`config.mk`:
```
export PLATFORM = sky130hd
export DESIGN_NAME = mips_debug_snapshot
export DESIGN_NICKNAME = d
export VERILOG_FILES = /design/src/rtl/mips_dbg_pkg.sv /design/src/rtl/dbg_chan_finder.sv /design/src/rtl/mips_debug_snapshot.sv
export SDC_FILE = /design/constraint.sdc
export NUM_CORES = 2
export LEC_CHECK = 0
export ABC_AREA = 1
export BUFFER_PORTS_ARGS = -buffer_cell sky130_fd_sc_hd__buf_2
export CAP_MARGIN = 30
export CORE_AREA = 2 2 350 352
export DETAILED_ROUTE_END_ITERATION = 6
export DIE_AREA = 0 0 352 354
export MAX_ROUTING_LAYER = met4
export PLACE_DENSITY_LB_ADDON = 0.12
export SLEW_MARGIN = 15
export SYNTH_ARGS = -nofsm -noshare
export SYNTH_HDL_FRONTEND = slang
export SYNTH_SLANG_ARGS = --single-unit
```
`constraint.sdc`:
```
create_clock -name clk -period 26 [get_ports clk]
set_input_delay 1.3 -clock clk [delete_from_list [all_inputs] [get_ports clk]]
set_output_delay 1.3 -clock clk [all_outputs]
set_load 0.03 [all_outputs]
```
`src/rtl/mips_dbg_pkg.sv`:
```
// Shared types and helpers for the MIPS debug snapshot unit.
// Holds the frame FSM states and width helpers.
package mips_dbg_pkg;

   typedef enum logic [2:0] {
      IDLE,
      HDR,
      CNT,
      CID,
      DAT,
      CHK
   } state_t;

   localparam logic [7:0] HDR_BYTE_DEF = 8'hA5;

   function automatic int byteCntW(input int nbSlot);
      return (nbSlot / 8 > 1) ? $clog2(nbSlot / 8) : 1;
   endfunction

   function automatic int chanIdxW(input int nbChan);
      return (nbChan > 1) ? $clog2(nbChan) : 1;
   endfunction

endpackage

```
`src/rtl/dbg_chan_finder.sv`:
```
// Priority encoder: next enabled channel above the current one.
// fromStart returns the lowest enabled channel instead.
module dbg_chan_finder
   import mips_dbg_pkg::*;
#(
   parameter int NB_CHAN = 6,
   localparam int IW = chanIdxW(NB_CHAN)
) (
   input  logic [NB_CHAN-1:0] mask,
   input  logic [IW-1:0]      cur,
   input  logic               fromStart,
   output logic [IW-1:0]      nextIdx,
   output logic               noneLeft
);

   always_comb begin
      nextIdx  = '0;
      noneLeft = 1'b1;
      for (int k = NB_CHAN - 1; k >= 0; k--) begin
         if (mask[k] && (fromStart || k > int'(cur))) begin
            nextIdx  = IW'(k);
            noneLeft = 1'b0;
         end
      end
   end

endmodule

```
`src/rtl/mips_debug_snapshot.sv`:
```
// Debug snapshot-and-stream unit: latches channel buses on a
// trigger and streams them as a checksummed byte frame.
module mips_debug_snapshot
   import mips_dbg_pkg::*;
#(
   parameter int         NB_CHAN  = 6,
   parameter int         NB_SLOT  = 144,
   parameter logic [7:0] HDR_BYTE = HDR_BYTE_DEF
) (
   input  logic                       clk,
   input  logic                       i_reset,
   input  logic [NB_CHAN*NB_SLOT-1:0] i_chan_data,
   input  logic [NB_CHAN-1:0]         i_chan_mask,
   input  logic                       i_capture,
   input  logic                       i_end,
   input  logic                       i_auto_en,
   input  logic                       i_clr_overrun,
   output logic [7:0]                 o_tx_data,
   output logic                       o_tx_valid,
   input  logic                       i_tx_ready,
   output logic                       o_busy,
   output logic                       o_done,
   output logic                       o_overrun
);

   localparam int NBYTE = NB_SLOT / 8;
   localparam int BW    = byteCntW(NB_SLOT);
   localparam int IW    = chanIdxW(NB_CHAN);
   localparam int CW    = $clog2(NB_CHAN + 1);
   localparam int SW    = NB_CHAN * NB_SLOT;

   state_t         state, stateN;
   logic [SW-1:0]  snap;
   logic [NB_CHAN-1:0] maskQ;
   logic [CW-1:0]  cnt, popMask;
   logic [7:0]     chk, chkN;
   logic [IW-1:0]  chanIdx, chanIdxN;
   logic [BW-1:0]  byteIdx, byteIdxN;
   logic [7:0]     txData, txDataN;
   logic           txValid, txValidN;
   logic           done, doneN;
   logic           overrun, overrunN;
   logic           endQ;
   logic           trig, accept, snapLoad;
   logic [IW-1:0]  nextIdx;
   logic           noneLeft;
   logic [7:0]     chkAcc;

   function automatic logic [7:0] slotByte(
      input logic [SW-1:0] s,
      input logic [IW-1:0] ch,
      input logic [BW-1:0] b
   );
      logic [SW-1:0] sh;
      sh = s >> (int'(ch) * NB_SLOT + (NBYTE - 1 - int'(b)) * 8);
      return sh[7:0];
   endfunction

   dbg_chan_finder #(
      .NB_CHAN (NB_CHAN)
   ) uFinder (
      .mask      (maskQ),
      .cur       (chanIdx),
      .fromStart (state == CNT),
      .nextIdx   (nextIdx),
      .noneLeft  (noneLeft)
   );

   assign trig   = i_capture | (i_auto_en & i_end & ~endQ);
   assign accept = txValid & i_tx_ready;
   assign chkAcc = chk ^ txData;

   always_comb begin
      popMask = '0;
      for (int k = 0; k < NB_CHAN; k++)
         popMask = popMask + CW'(i_chan_mask[k]);
   end

   always_comb begin
      stateN   = state;
      chkN     = chk;
      chanIdxN = chanIdx;
      byteIdxN = byteIdx;
      txDataN  = txData;
      txValidN = txValid;
      doneN    = 1'b0;
      snapLoad = 1'b0;
      overrunN = overrun;
      // a new trigger outranks a simultaneous clear
      if (i_clr_overrun)
         overrunN = 1'b0;
      if (trig && state != IDLE)
         overrunN = 1'b1;
      unique case (state)
         IDLE: if (trig) begin
            snapLoad = 1'b1;
            stateN   = HDR;
            chkN     = '0;
            chanIdxN = '0;
            byteIdxN = '0;
            txDataN  = HDR_BYTE;
            txValidN = 1'b1;
         end
         HDR: if (accept) begin
            stateN  = CNT;
            txDataN = 8'(cnt);
         end
         CNT: if (accept) begin
            chkN = chkAcc;
            if (|maskQ) begin
               stateN   = CID;
               chanIdxN = nextIdx;
               txDataN  = 8'(nextIdx);
            end else begin
               stateN  = CHK;
               txDataN = chkAcc;
            end
         end
         CID: if (accept) begin
            chkN     = chkAcc;
            stateN   = DAT;
            byteIdxN = '0;
            txDataN  = slotByte(snap, chanIdx, '0);
         end
         DAT: if (accept) begin
            chkN = chkAcc;
            if (byteIdx == BW'(NBYTE - 1)) begin
               if (!noneLeft) begin
                  stateN   = CID;
                  chanIdxN = nextIdx;
                  txDataN  = 8'(nextIdx);
               end else begin
                  stateN  = CHK;
                  txDataN = chkAcc;
               end
            end else begin
               byteIdxN = byteIdx + 1'b1;
               txDataN  = slotByte(snap, chanIdx, byteIdx + 1'b1);
            end
         end
         CHK: if (accept) begin
            stateN   = IDLE;
            txValidN = 1'b0;
            doneN    = 1'b1;
         end
         default: stateN = IDLE;
      endcase
   end

   always_ff @(posedge clk or posedge i_reset) begin
      if (i_reset) begin
         state   <= IDLE;
         snap    <= '0;
         maskQ   <= '0;
         cnt     <= '0;
         chk     <= '0;
         chanIdx <= '0;
         byteIdx <= '0;
         txData  <= '0;
         txValid <= 1'b0;
         done    <= 1'b0;
         overrun <= 1'b0;
         endQ    <= 1'b0;
      end else begin
         state   <= stateN;
         chk     <= chkN;
         chanIdx <= chanIdxN;
         byteIdx <= byteIdxN;
         txData  <= txDataN;
         txValid <= txValidN;
         done    <= doneN;
         overrun <= overrunN;
         endQ    <= i_end;
         if (snapLoad) begin
            snap  <= i_chan_data;
            maskQ <= i_chan_mask;
            cnt   <= popMask;
         end
      end
   end

   assign o_tx_data  = txData;
   assign o_tx_valid = txValid;
   assign o_busy     = (state != IDLE);
   assign o_done     = done;
   assign o_overrun  = overrun;

endmodule

```
==> impl_metrics.toml <==
[status]
outcome = "complete, no violations"

[critical_path]
cp.arrival_ns = 6.86
worstSetupStartpointType = "input port"
path_common_cell = "buf_4"
path_cells = "buf_2 > a31oi_1 > inv_1 > nand2_4 > buf_4 > buf_4 > buf_4 > buf_4 > buf_12 > mux2_2"
worst-path-max-fanout = 183
timing.critical_path.slowest_stage_cell = "buf_4"
end_kind = "flop"
worst-path-buf-inv = 7
path_class = "input port to flop"
critPathTopFamily = "buffers and inverters"
slowest_delay_ns = 0.85
worst-endpoint-required_ns = 26.58
path_length_in_cells_of_the_critical_path = 10
r2r.worst_path.cells = 10

[placed_design]
dpl-instance-area_um2 = 50100
final_weighted_congestion_in_routability_driven_placement = 0.913
hpwl_dp_um = 133000
port_buffers = 888

[clock_network]
cts_tree = "built"
number_of_buffers_created_by_cts = 106
worst_skew_pair.late_latency_ns = 0.72
postCtsHoldBufs = 0
cts_setup_buffers = 0
post_cts_resized = 0
clock_sinks = 904
cts.clk_slew.worst_paths_ns = 0.06
cts.htree.levels = 3
clockRootBuffer = "clkbuf_16"
max-clock-path-buffers = 3

[timing]
skew_final_ns = 0.0280
final_setup_violation_count = 0
maxSlewHeadroom = 0.253
final_min_period_ns = 6.28
hold_viol_final = 0
max_freq_mhz = 159
report.final.slew_viol_count = 0
setup_total_negative_slack_ns = 0
worst_pin_slew_ns = 1.12
worst_hold_margin_ns = 0.498
grt_setup_unrepaired = "false"
timing.final.crit_share = 0.242

[synthesis]
syn_nets = 5728
synth.yosys.warnings = 0
postSynthCellCount = 4833
yosys_register_bits = 904
synth_enable_flop_cells = 0
synthesis.area_per_instance_um2 = 9.25
synth_area_um2 = 44700
post_synth_num_cell_types = 56
async_reset_ff_frac = 1.00
ys_seq_area_frac = 0.506
synth_top_flop_cell = "dfrtp_1"

[global_route]
grt.total_usage = 0.302
pin_count_of_the_biggest_net_entering_global_routing = 201
global_route.overflow_total = 0
grt_pass1_wl_um = 266000
first_global_vias = 38300
grt_antenna_before_repair = 115

[die]
fp.dieArea_um2 = 125000
pin_count = 889
dieHeight_um = 354
design.core.area_um2 = 121000
initial_utilization = 0.370
fp-row-count = 128
floorplan.die.width_um = 352

[finish]
syn2layout_area_growth_pct = 20.8
nets = 6450
most-common-layout-cells = "902 x dfrtp_1, 889 x buf_2, 585 x o21ai_0"
final_layout_size_suffix_gt1_frac = 0.309
final_common_cell = "dfrtp_1"
postLayoutCellArea_um2 = 54000

[detailed_routing]
drt_first_iter_violations = 3240
drt-pass1-iter-count = 5
dr_total_vias = 38700
final_antenna_net_count = 0
remaining_routing_drc_violations = 0
viasPerCell = 5.27
avgRoutedWirePerCell_um = 25.5
postRouteWirelength_um = 187000

[power_and_ir_drop]
p_leak_nw = 25.5
largest_vdd_supply_drop_uv = 143
report.power.total_mw = 7.65
powerDensity_nw_per_um2 = 142

[job]
maxCapViolations = 0

[hold_path]
min_path_cells = 1
hold_path.class = "flop to flop"
## metal layers
layer | vias up | wire, um | track usage
li1 | 17800 | - | -
met1 | 19300 | 77500 | 0.377
met2 | 1285 | 90700 | 0.487
met3 | 330 | 11800 | 0.0563
met4 | 0 | 7020 | 0.111
met5 | - | 0 | -
## cells in the mapped netlist (45+ instances only)
cell type	count	area (um^2)
nand2_1	560	2100
o22ai_1	73	457
nand4_1	45	282
mux2_2	567	6380
nand3_1	125	626
o21ai_0	585	2930
dfrtp_1	904	22600
clkbuf_1	112	420
buf_2	172	861
a21oi_1	528	2640
nor2_1	576	2160
inv_1	366	1370
## per-stage QoR
step / worst slack, ns / util / cells
final: 19.72 / 0.446 / 7344
after global routing: 19.50 / 0.446 / 7335
after CTS: 19.96 / 0.444 / 7264
after detailed placement: 19.21 / 0.414 / 7069
after global placement: 19.26 / 0.414 / 7066
after floorplan: 12.26 / - / 4833
## state kept, by name, indices dropped and copies added (netlist names), 3 cells and up
register	cells
o_tx_data	8
snap	864
chanIdx	3
byteIdx	5
state	3
chk	8
maskQ	6
cnt	3
## final timing paths
check                      startpoint         to  slack [ns]
setup / recovery                i_end  snap[759]       19.72
hold / removal              snap[229]  snap[229]        0.50
setup reg to reg             state[1]  snap[759]       19.99
hold reg to reg             snap[229]  snap[229]        0.50
max in group asynchronous     i_reset  snap[833]       21.32
min in group asynchronous     i_reset  snap[334]        0.65
## final cells by class
cell class                 count  area [um^2]
fill                       12200        66900
sequential                   904        22600
multi-input combinational   3214        19000
timing repair buffer         948         5060
clock buffer                 167         3280
tap                         1625         2030
inverter                     381         1440
clock inverter                28          317
antenna                       77          193
## cell families (layout without fill, tap and decap cells)
| group | Yosys count | after routing | synth area share |
|---|---|---|---|
| other cells | 0 | 77 | 0 |
| fa+ha+maj | 18 | 18 | 0.00571 |
| buf+inv | 715 | 1524 | 0.0701 |
| flops | 904 | 904 | 0.506 |
| simple gates | 1336 | 1336 | 0.121 |
| compound gates | 1275 | 1275 | 0.150 |
| mux | 567 | 567 | 0.143 |
| xor+xnor | 18 | 18 | 0.00420 |
## power by group
group          leakage [nW]  switching (mW)  internal, mW
Clock                  1.78           0.636         0.896
Sequential             10.4           0.361          2.10
Combinational          13.3            2.39          1.26
No activity file was read; power rests on OpenSTA's default activity.
